`config.mk`:
```
export PLATFORM = sky130hd
export DESIGN_NAME = ifmap_decompressor
export DESIGN_NICKNAME = d
export VERILOG_FILES = /design/src/rtl/ifmap_decompressor.sv
export SDC_FILE = /design/constraint.sdc
export NUM_CORES = 1
export LEC_CHECK = 0
export ABC_CLOCK_PERIOD_IN_PS = 23200
export CAP_MARGIN = 20
export CORE_AREA = 2 2 135 137
export CTS_CLUSTER_SIZE = 30
export DETAILED_ROUTE_END_ITERATION = 12
export DIE_AREA = 0 0 137 139
export GPL_TIMING_DRIVEN = 0
export PLACE_DENSITY = 0.85
export SYNTH_ARGS = -nofsm -noshare
export SYNTH_HDL_FRONTEND = slang
export SYNTH_SLANG_ARGS = --single-unit
```
`constraint.sdc`:
```
create_clock -name clk -period 23.2 [get_ports clk]
set_clock_uncertainty 0.2 [all_clocks]
set_input_delay 4.64 -clock clk [delete_from_list [all_inputs] [get_ports clk]]
set_output_delay 4.64 -clock clk [all_outputs]
set_load 0.005 [all_outputs]
```
`src/rtl/ifmap_decompressor.sv`:
```
// Zero-run-length decoder: expands {eob, run, value} tokens from 64-bit global buffer words
// into 8-lane packets offered to the ifmap buffer over a req/ack handshake.

`define IFMP_DATA_SIZE 8

package ifmap_decompressor_pkg;
    localparam int unsigned LANES  = `IFMP_DATA_SIZE;
    localparam int unsigned BYTE_W = 8;

    typedef struct packed {
        logic                         packet_valid;
        logic [LANES-1:0]             valid_mask;
        logic [LANES-1:0][BYTE_W-1:0] data;
    } DECOMRPESS_FIFO_PACKET;
endpackage

module ifmap_decompressor
    import ifmap_decompressor_pkg::*;
(
    input  logic                  clk,
    input  logic                  rst,
    input  logic                  start,
    input  logic [63:0]           gb_word,
    input  logic                  gb_valid,
    output logic                  gb_ready,
    input  logic                  ifmap_req,
    output logic                  decompressor_ack,
    output DECOMRPESS_FIFO_PACKET decompressed_fifo_packet,
    output logic                  done
);

    localparam int unsigned TOK_W      = 16;
    localparam int unsigned RUN_W      = 7;
    localparam int unsigned IDX_W      = 2;
    localparam int unsigned CNT_W      = $clog2(LANES) + 1;
    localparam int unsigned LANE_IDX_W = $clog2(LANES);

    // Word register
    logic [63:0]                  r_word;
    logic [IDX_W-1:0]             r_tok_idx;
    logic                         r_word_valid;

    // Engine and accumulator
    logic [RUN_W-1:0]             r_zeros_left;
    logic [LANES-1:0][BYTE_W-1:0] r_acc_data;
    logic [CNT_W-1:0]             r_acc_cnt;

    // Output register
    DECOMRPESS_FIFO_PACKET        r_pkt;
    logic                         r_last;
    logic                         r_done;

    logic                         w_out_free;
    logic                         w_step;
    logic                         w_zero_step;
    logic                         w_val_step;
    logic                         w_last_tok;
    logic                         w_accept;
    logic                         w_eob;
    logic [BYTE_W-1:0]            w_value;
    logic [IDX_W-1:0]             w_next_idx;
    logic [RUN_W-1:0]             w_next_run;
    logic [CNT_W-1:0]             w_room;
    logic [CNT_W-1:0]             w_n;
    logic [LANES-1:0][BYTE_W-1:0] w_acc_data;
    logic [CNT_W-1:0]             w_acc_cnt;
    logic                         w_emit;
    logic [LANES-1:0]             w_mask;

    // Current token fields and handshake qualifiers
    always_comb begin
        w_out_free  = !r_pkt.packet_valid | ifmap_req;
        w_step      = r_word_valid & w_out_free;
        w_zero_step = w_step & (r_zeros_left != '0);
        w_val_step  = w_step & (r_zeros_left == '0);
        w_last_tok  = (r_tok_idx == IDX_W'(3));
        w_eob       = r_word[{r_tok_idx, 4'd15}];
        w_value     = r_word[{r_tok_idx, 4'd0} +: BYTE_W];
        w_next_idx  = r_tok_idx + IDX_W'(1);
        w_next_run  = r_word[{w_next_idx, 4'd8} +: RUN_W];
        // The word slot frees up on the value step of its final token, so
        // back-to-back words need no bubble; gb_valid never feeds this path.
        gb_ready    = !r_word_valid | (w_val_step & w_last_tok);
        w_accept    = gb_valid & gb_ready;
    end

    // Zero count for this step is limited by the lanes left in the accumulator
    always_comb begin
        w_room = CNT_W'(LANES) - r_acc_cnt;
        w_n    = (r_zeros_left < RUN_W'(w_room)) ? CNT_W'(r_zeros_left) : w_room;
    end

    // Next accumulator contents after this cycle's step
    always_comb begin
        w_acc_data = r_acc_data;
        w_acc_cnt  = r_acc_cnt;
        if (w_zero_step) begin
            for (int unsigned i = 0; i < LANES; i++) begin
                if ((CNT_W'(i) >= r_acc_cnt) && (CNT_W'(i) < r_acc_cnt + w_n)) begin
                    w_acc_data[i] = '0;
                end
            end
            w_acc_cnt = r_acc_cnt + w_n;
        end else if (w_val_step) begin
            w_acc_data[r_acc_cnt[LANE_IDX_W-1:0]] = w_value;
            w_acc_cnt = r_acc_cnt + CNT_W'(1);
        end
    end

    // Packet boundary: a full accumulator or the literal of an end-of-block token
    always_comb begin
        w_emit = (w_zero_step | w_val_step) &
                 ((w_acc_cnt == CNT_W'(LANES)) | (w_val_step & w_eob));
        for (int unsigned i = 0; i < LANES; i++) begin
            w_mask[i] = (CNT_W'(i) < w_acc_cnt);
        end
    end

    // Word register and token sequencing
    always_ff @(posedge clk or posedge rst) begin
        if (rst) begin
            r_word       <= '0;
            r_tok_idx    <= '0;
            r_word_valid <= 1'b0;
            r_zeros_left <= '0;
        end else if (start) begin
            r_word       <= '0;
            r_tok_idx    <= '0;
            r_word_valid <= 1'b0;
            r_zeros_left <= '0;
        end else if (w_accept) begin
            r_word       <= gb_word;
            r_tok_idx    <= '0;
            r_word_valid <= 1'b1;
            r_zeros_left <= gb_word[8 +: RUN_W];
        end else if (w_val_step) begin
            if (w_last_tok) begin
                r_word_valid <= 1'b0;
                r_zeros_left <= '0;
            end else begin
                r_tok_idx    <= w_next_idx;
                r_zeros_left <= w_next_run;
            end
        end else if (w_zero_step) begin
            r_zeros_left <= r_zeros_left - RUN_W'(w_n);
        end
    end

    // Accumulator; empties whenever its contents move to the output register
    always_ff @(posedge clk or posedge rst) begin
        if (rst) begin
            r_acc_data <= '0;
            r_acc_cnt  <= '0;
        end else if (start || w_emit) begin
            r_acc_data <= '0;
            r_acc_cnt  <= '0;
        end else begin
            r_acc_data <= w_acc_data;
            r_acc_cnt  <= w_acc_cnt;
        end
    end

    // Output register: reload has priority over the clear-on-transfer
    always_ff @(posedge clk or posedge rst) begin
        if (rst) begin
            r_pkt  <= '0;
            r_last <= 1'b0;
            r_done <= 1'b0;
        end else if (start) begin
            r_pkt  <= '0;
            r_last <= 1'b0;
            r_done <= 1'b0;
        end else begin
            r_done <= ifmap_req & r_pkt.packet_valid & r_last;
            if (w_emit) begin
                r_pkt.packet_valid <= 1'b1;
                r_pkt.valid_mask   <= w_mask;
                r_pkt.data         <= w_acc_data;
                r_last             <= w_val_step & w_eob;
            end else if (ifmap_req && r_pkt.packet_valid) begin
                r_pkt  <= '0;
                r_last <= 1'b0;
            end
        end
    end

    assign decompressor_ack         = r_pkt.packet_valid;
    assign decompressed_fifo_packet = r_pkt;
    assign done                     = r_done;

endmodule

```
-- Word level (Yosys, flattened, before mapping)
Cells that the tools add are included.
- register bits: 217
- input bits: 69
- word-level logic and storage cells: 140
- output and inout bits: 76
- $lt $le $gt $ge: 28
- reduce and logical (&&, ||, !) cells: 22
- add/subtract/negate cells: 5
- muxes and demuxes: 42
- shift-type cells: 2
- bitwise operators: 13
- equal/unequal tests: 3
- operators by type and width (operator ; count):
    two-way mux 64 bit ; 5
    two-way mux 73 bit ; 3
    two-way mux 8 bit ; 9
    bitwise mux 64 bit ; 1
    variable part select 64 x 7 -> 7 bit ; 1
    variable part select 64 x 7 -> 8 bit ; 1
    two-way mux 7 bit ; 5
    less-than comparator 3 x 4 -> 1 bit (first input constant) ; 8
    demux 8 bit (select 3 bit) ; 1
    greater-or-equal comparator 3 x 4 -> 1 bit (first input constant) ; 4
    less-than comparator 1 x 4 -> 1 bit (first input constant) ; 4
    less-than comparator 2 x 4 -> 1 bit (first input constant) ; 4
    two-way mux 4 bit ; 4
    logical AND 1 bit ; 10
    bitwise AND 1 bit ; 9
    two-way mux 1 bit ; 9
    nonzero test 3 bit ; 3
    greater-or-equal comparator 1 x 4 -> 1 bit (first input constant) ; 2
    greater-or-equal comparator 2 x 4 -> 1 bit (first input constant) ; 2
    two-way mux 2 bit ; 4
    logical NOT 7 bit ; 1
    less-than comparator 6 x 7 -> 1 bit (second input constant) ; 1
    less-than comparator 7 x 4 -> 1 bit ; 1
    nonzero test 7 bit ; 1
    other kinds (17) ; 22

-- Depth between registers and ports, before layout
- depth after elaboration: 11
- depth in mapped cells: 21
- depth with buffers taken out: 18

-- Worst setup path after synthesis
No wires, ideal clock.
- path type: input to output
- start: input ifmap_req
- end: output gb_ready
- required time: 18.360 ns
- buffers on the path: 1
- cell stages on the path: 6
- setup slack: 12.817 ns
- arrival time: 5.543 ns
- cell sequence: nand2b_1 nand2_1 buf_2 nor2_1 nand2_1 nand2_1
- cells in the longest elaborated chain, start to end: 5
- RTL lines (what ; line ; text):
    from (decl) ; 26 ; input logic ifmap_req,
    OR 1 bit ; 72 ; w_out_free = !r_pkt.packet_valid | ifmap_req;
    bitwise AND 1 bit ; 73 ; w_step = r_word_valid & w_out_free;
    bitwise AND 1 bit ; 75 ; w_val_step = w_step & (r_zeros_left == '0);
    bitwise AND 1 bit ; 83 ; gb_ready = !r_word_valid | (w_val_step & w_last_tok);
    OR 1 bit ; 83 ;
    to (decl) ; 25 ; output logic gb_ready,
No other way between the ends.

-- Final worst setup path
Ends and elaborated chain as after synthesis.

==> summary.md <==
| Metric | Value |
|---|---|
| Die span in x | 137 um |
| Post-Synthesis Net Count | 1040 |
| First-pass iteration count of the detailed router | 6 |
| Fraction of layout instances using a drive strength above 1 | 0.0879 |
| Most area-consuming cells after synthesis | dfrtp_1 (53%), mux2i_1 (6.4%), a22o_1 (6.2%) |
| Summed negative setup slack over all endpoints | 0 ns |
| Commonest cells in the synthesized netlist | dfrtp_1 (217), nand2_1 (153), a21oi_1 (80), nor2_1 (79), a22o_1 (72) |
| CTS H-tree depth | 1 |
| Initial antenna violation count | 0 |
| Syn avg cell area | 10.6 um2 |
| Total gr overflow | 0 |
| Combinational cell fraction of total power | 0.289 |
| Clock network fraction of total power | 0.327 |
| Die area | 19000 um2 |
| Count of unresolved DRC violations after routing | 0 |
| Fin util | 0.714 |
| Die height | 139 um |
| Clock root buffer | clkbuf_16 |
| TritonCTS clock tree | built |
| Peak supply drop | 0.0591 mV |
| Flops & latches, synth | 217 |
| Required time worst endpoint | 18.36 ns |
| Via total after detailed routing | 8451 |
| Num Clock Sinks | 217 |
| First-pass GRT wire length | 44700 um |
| Global-route total usage across every layer | 0.299 |
| Warnings from Yosys | 0 |
| Count leader, synth | dfrtp_1 |
| Final period utilization | 0.508 |
| Routability congestion estimate from global placement | 0.901 |
| Achievable clock frequency | 84.8 MHz |
| Startpoint type of the worst setup path | input port |
| Proportion of netlist area held by the largest area contributor | 0.534 |
| Largest driver fanout on the critical path | 10 |
| Antenna Cells | 0 |
| Net switching power | 356 uW |
| Cell type with the largest total area after synthesis | dfrtp_1 |
| Vias in the first global route | 8262 |
| Ys async rst share | 1.00 |
| Detailed-route vias per instance | 6.18 |
| Class of the most critical hold timing path | reg2reg |
| Post-synthesis sequential area ratio | 0.534 |
| Internal power consumption | 692 uW |
| Critical path data arrival time | 6.95 ns |
| Max-capacitance violation count | 0 |
| Net switching fraction of the power | 0.340 |
| Port bufs | 143 |
| Clock latency reported for the late side of the worst-skew pair | 0.52 ns |
| Number of buffers on the longest clock path | 3 |
| Effective utilization at floorplan | 0.576 |
| Max-slew violations | 0 |
| Core area | 17700 um2 |
| Unrepaired setup endpoints after global routing | false |
| Worst setup path category | in2out |
| Final ANT Viol Nets | 0 |
| Nets | 1208 |
| Number of cells produced by synthesis | 955 |
| Hpwl dp | 19400 um |
| Initial DRC Count | 923 |
| Pin count of the biggest net entering global routing | 134 |
| Count of different cell masters after synthesis | 68 |
| Worst-Margin Slew | 0.799 ns |
| Total I/O pin count | 145 |
| Number of synthesized flops with an enable pin | 0 |
| Buffers inserted during post-CTS setup optimization | 0 |
| Post-synthesis instance area | 10200 um2 |
| Average detailed-routed wire length per instance | 20.5 um |
| Final number of hold-violating endpoints | 0 |
| Total clock buffers created by CTS | 22 |
| Final critical path time including I/O delays and setup | 11.79 ns |
| Endpoint type of the worst setup path | output port |
| Power per Cell Area | 83.2 nW/um2 |
| LEAKAGE | 5.72 nW |
| Primary flip-flop cell chosen by synthesis mapping | dfrtp_1 |
| Growth of design area from synthesis to finish | 24.1% |
| Max-slew headroom at the worst pin | 0.466 |
| Outcome | finished clean |
| Wire length after detailed routing | 28100 um |
| Cell row count | 49 |
| Hold-fix buffers, CTS | 0 |
| Clock Pin Slew Worst Setup and Hold Paths | 0.06 ns |
| CTS resizes | 0 |
| Final-report setup violation count | 0 |
| Seq pwr share | 0.384 |
[final timing paths]
| kind | from | end | slack, ns | cells past startpoint |
|---|---|---|---|---|
| max | ifmap_req | gb_ready | 11.41 | 8 |
| min | decompressed_fifo_packet[59] | decompressed_fifo_packet[59] | 0.30 | 1 |
| max reg2reg | r_acc_cnt[1] | decompressed_fifo_packet[23] | 16.71 | 19 |
| min reg2reg | decompressed_fifo_packet[59] | decompressed_fifo_packet[59] | 0.30 | 1 |
| max in group asynchronous | rst | decompressed_fifo_packet[12] | 17.32 | 3 |
| min in group asynchronous | rst | r_zeros_left[5] | 4.40 | 2 |
[area by class of cell]
class / count / area, um2
sequential: 217 / 5430
fill: 1238 / 5050
multi-input combinational: 654 / 4340
timing repair buffer: 144 / 1460
clock buffer: 35 / 659
buffer: 70 / 342
tap: 229 / 287
inverter: 14 / 60.1
clock inverter: 4 / 33.8
[cell families after synthesis]
family	Yosys count	share of synthesized area
simple gates	340	0.148
flops	217	0.534
compound gates	207	0.148
buf+inv	84	0.0388
mux	83	0.102
fa+ha+maj	16	0.0212
xor+xnor	8	0.00763
[layout by cell type (no fill, tap or decap), types with 6 or more instances in the layout]
master and instances:
dfrtp_1 217, nand2_1 153, clkdlybuf4s50_1 143, a21oi_1 80, nor2_1 79, a22o_1 72
nor3_1 71, mux2i_1 65, clkbuf_1 47, clkbuf_16 22, mux4_2 16, buf_2 15
ha_1 14, inv_1 13, o21ai_0 13, nand3_1 8, buf_6 7, buf_1 6
clkbuf_8 6
[flip-flops by register name, indices dropped and copies added, names as in the netlist]
register,cells
r_word_valid,1
r_acc_data,64
decompressed_fifo_packet,72
r_zeros_left,7
r_last,1
decompressor_ack,1
r_tok_idx,2
r_acc_cnt,4
done,1
r_word,64
[power by group through the flow]
stage               logic (mW)  clock network [mW]  registers [mW]
global route             0.332               0.359           0.404
global placement         0.288                   0           0.408
finish                   0.303               0.343           0.403
floorplan                0.216                   0           0.405
detailed placement       0.296                   0           0.409
CTS                      0.298               0.342           0.402
[critical path, stage by stage]
cell and delay [ns]:
clkdlybuf4s50_1 0.48, nand2b_1 0.25, nand2_1 0.11, buf_2 0.20, nor2_1 0.45, nand2_1 0.17, nand2_1 0.14, clkdlybuf4s50_1 0.51
[metrics by stage]
stage                     worst slack [ns]  cells  hold WS [ns]  power [mW]  area (um2)
after floorplan                      12.42    955         0.250       0.622       10200
after global placement               10.01   1327         0.277       0.696       11900
after detailed placement             11.47   1328         0.285       0.704       11900
after CTS                            11.45   1367         0.302        1.04       12600
after global routing                 11.30   1367         0.321        1.09       12600
final                                11.41   1367         0.303        1.05       12600
[layer usage]
layer	share of wire	track usage	up-vias	routed length, um
met1	0.41	0.426	4172	11600
met2	0.48	0.474	468	13400
met4	0.028	0.0939	0	798
li1	-	-	3745	-
met5	0	0	-	0
met3	0.083	0.0479	66	2320
Power figures use the tool's default switching activity.
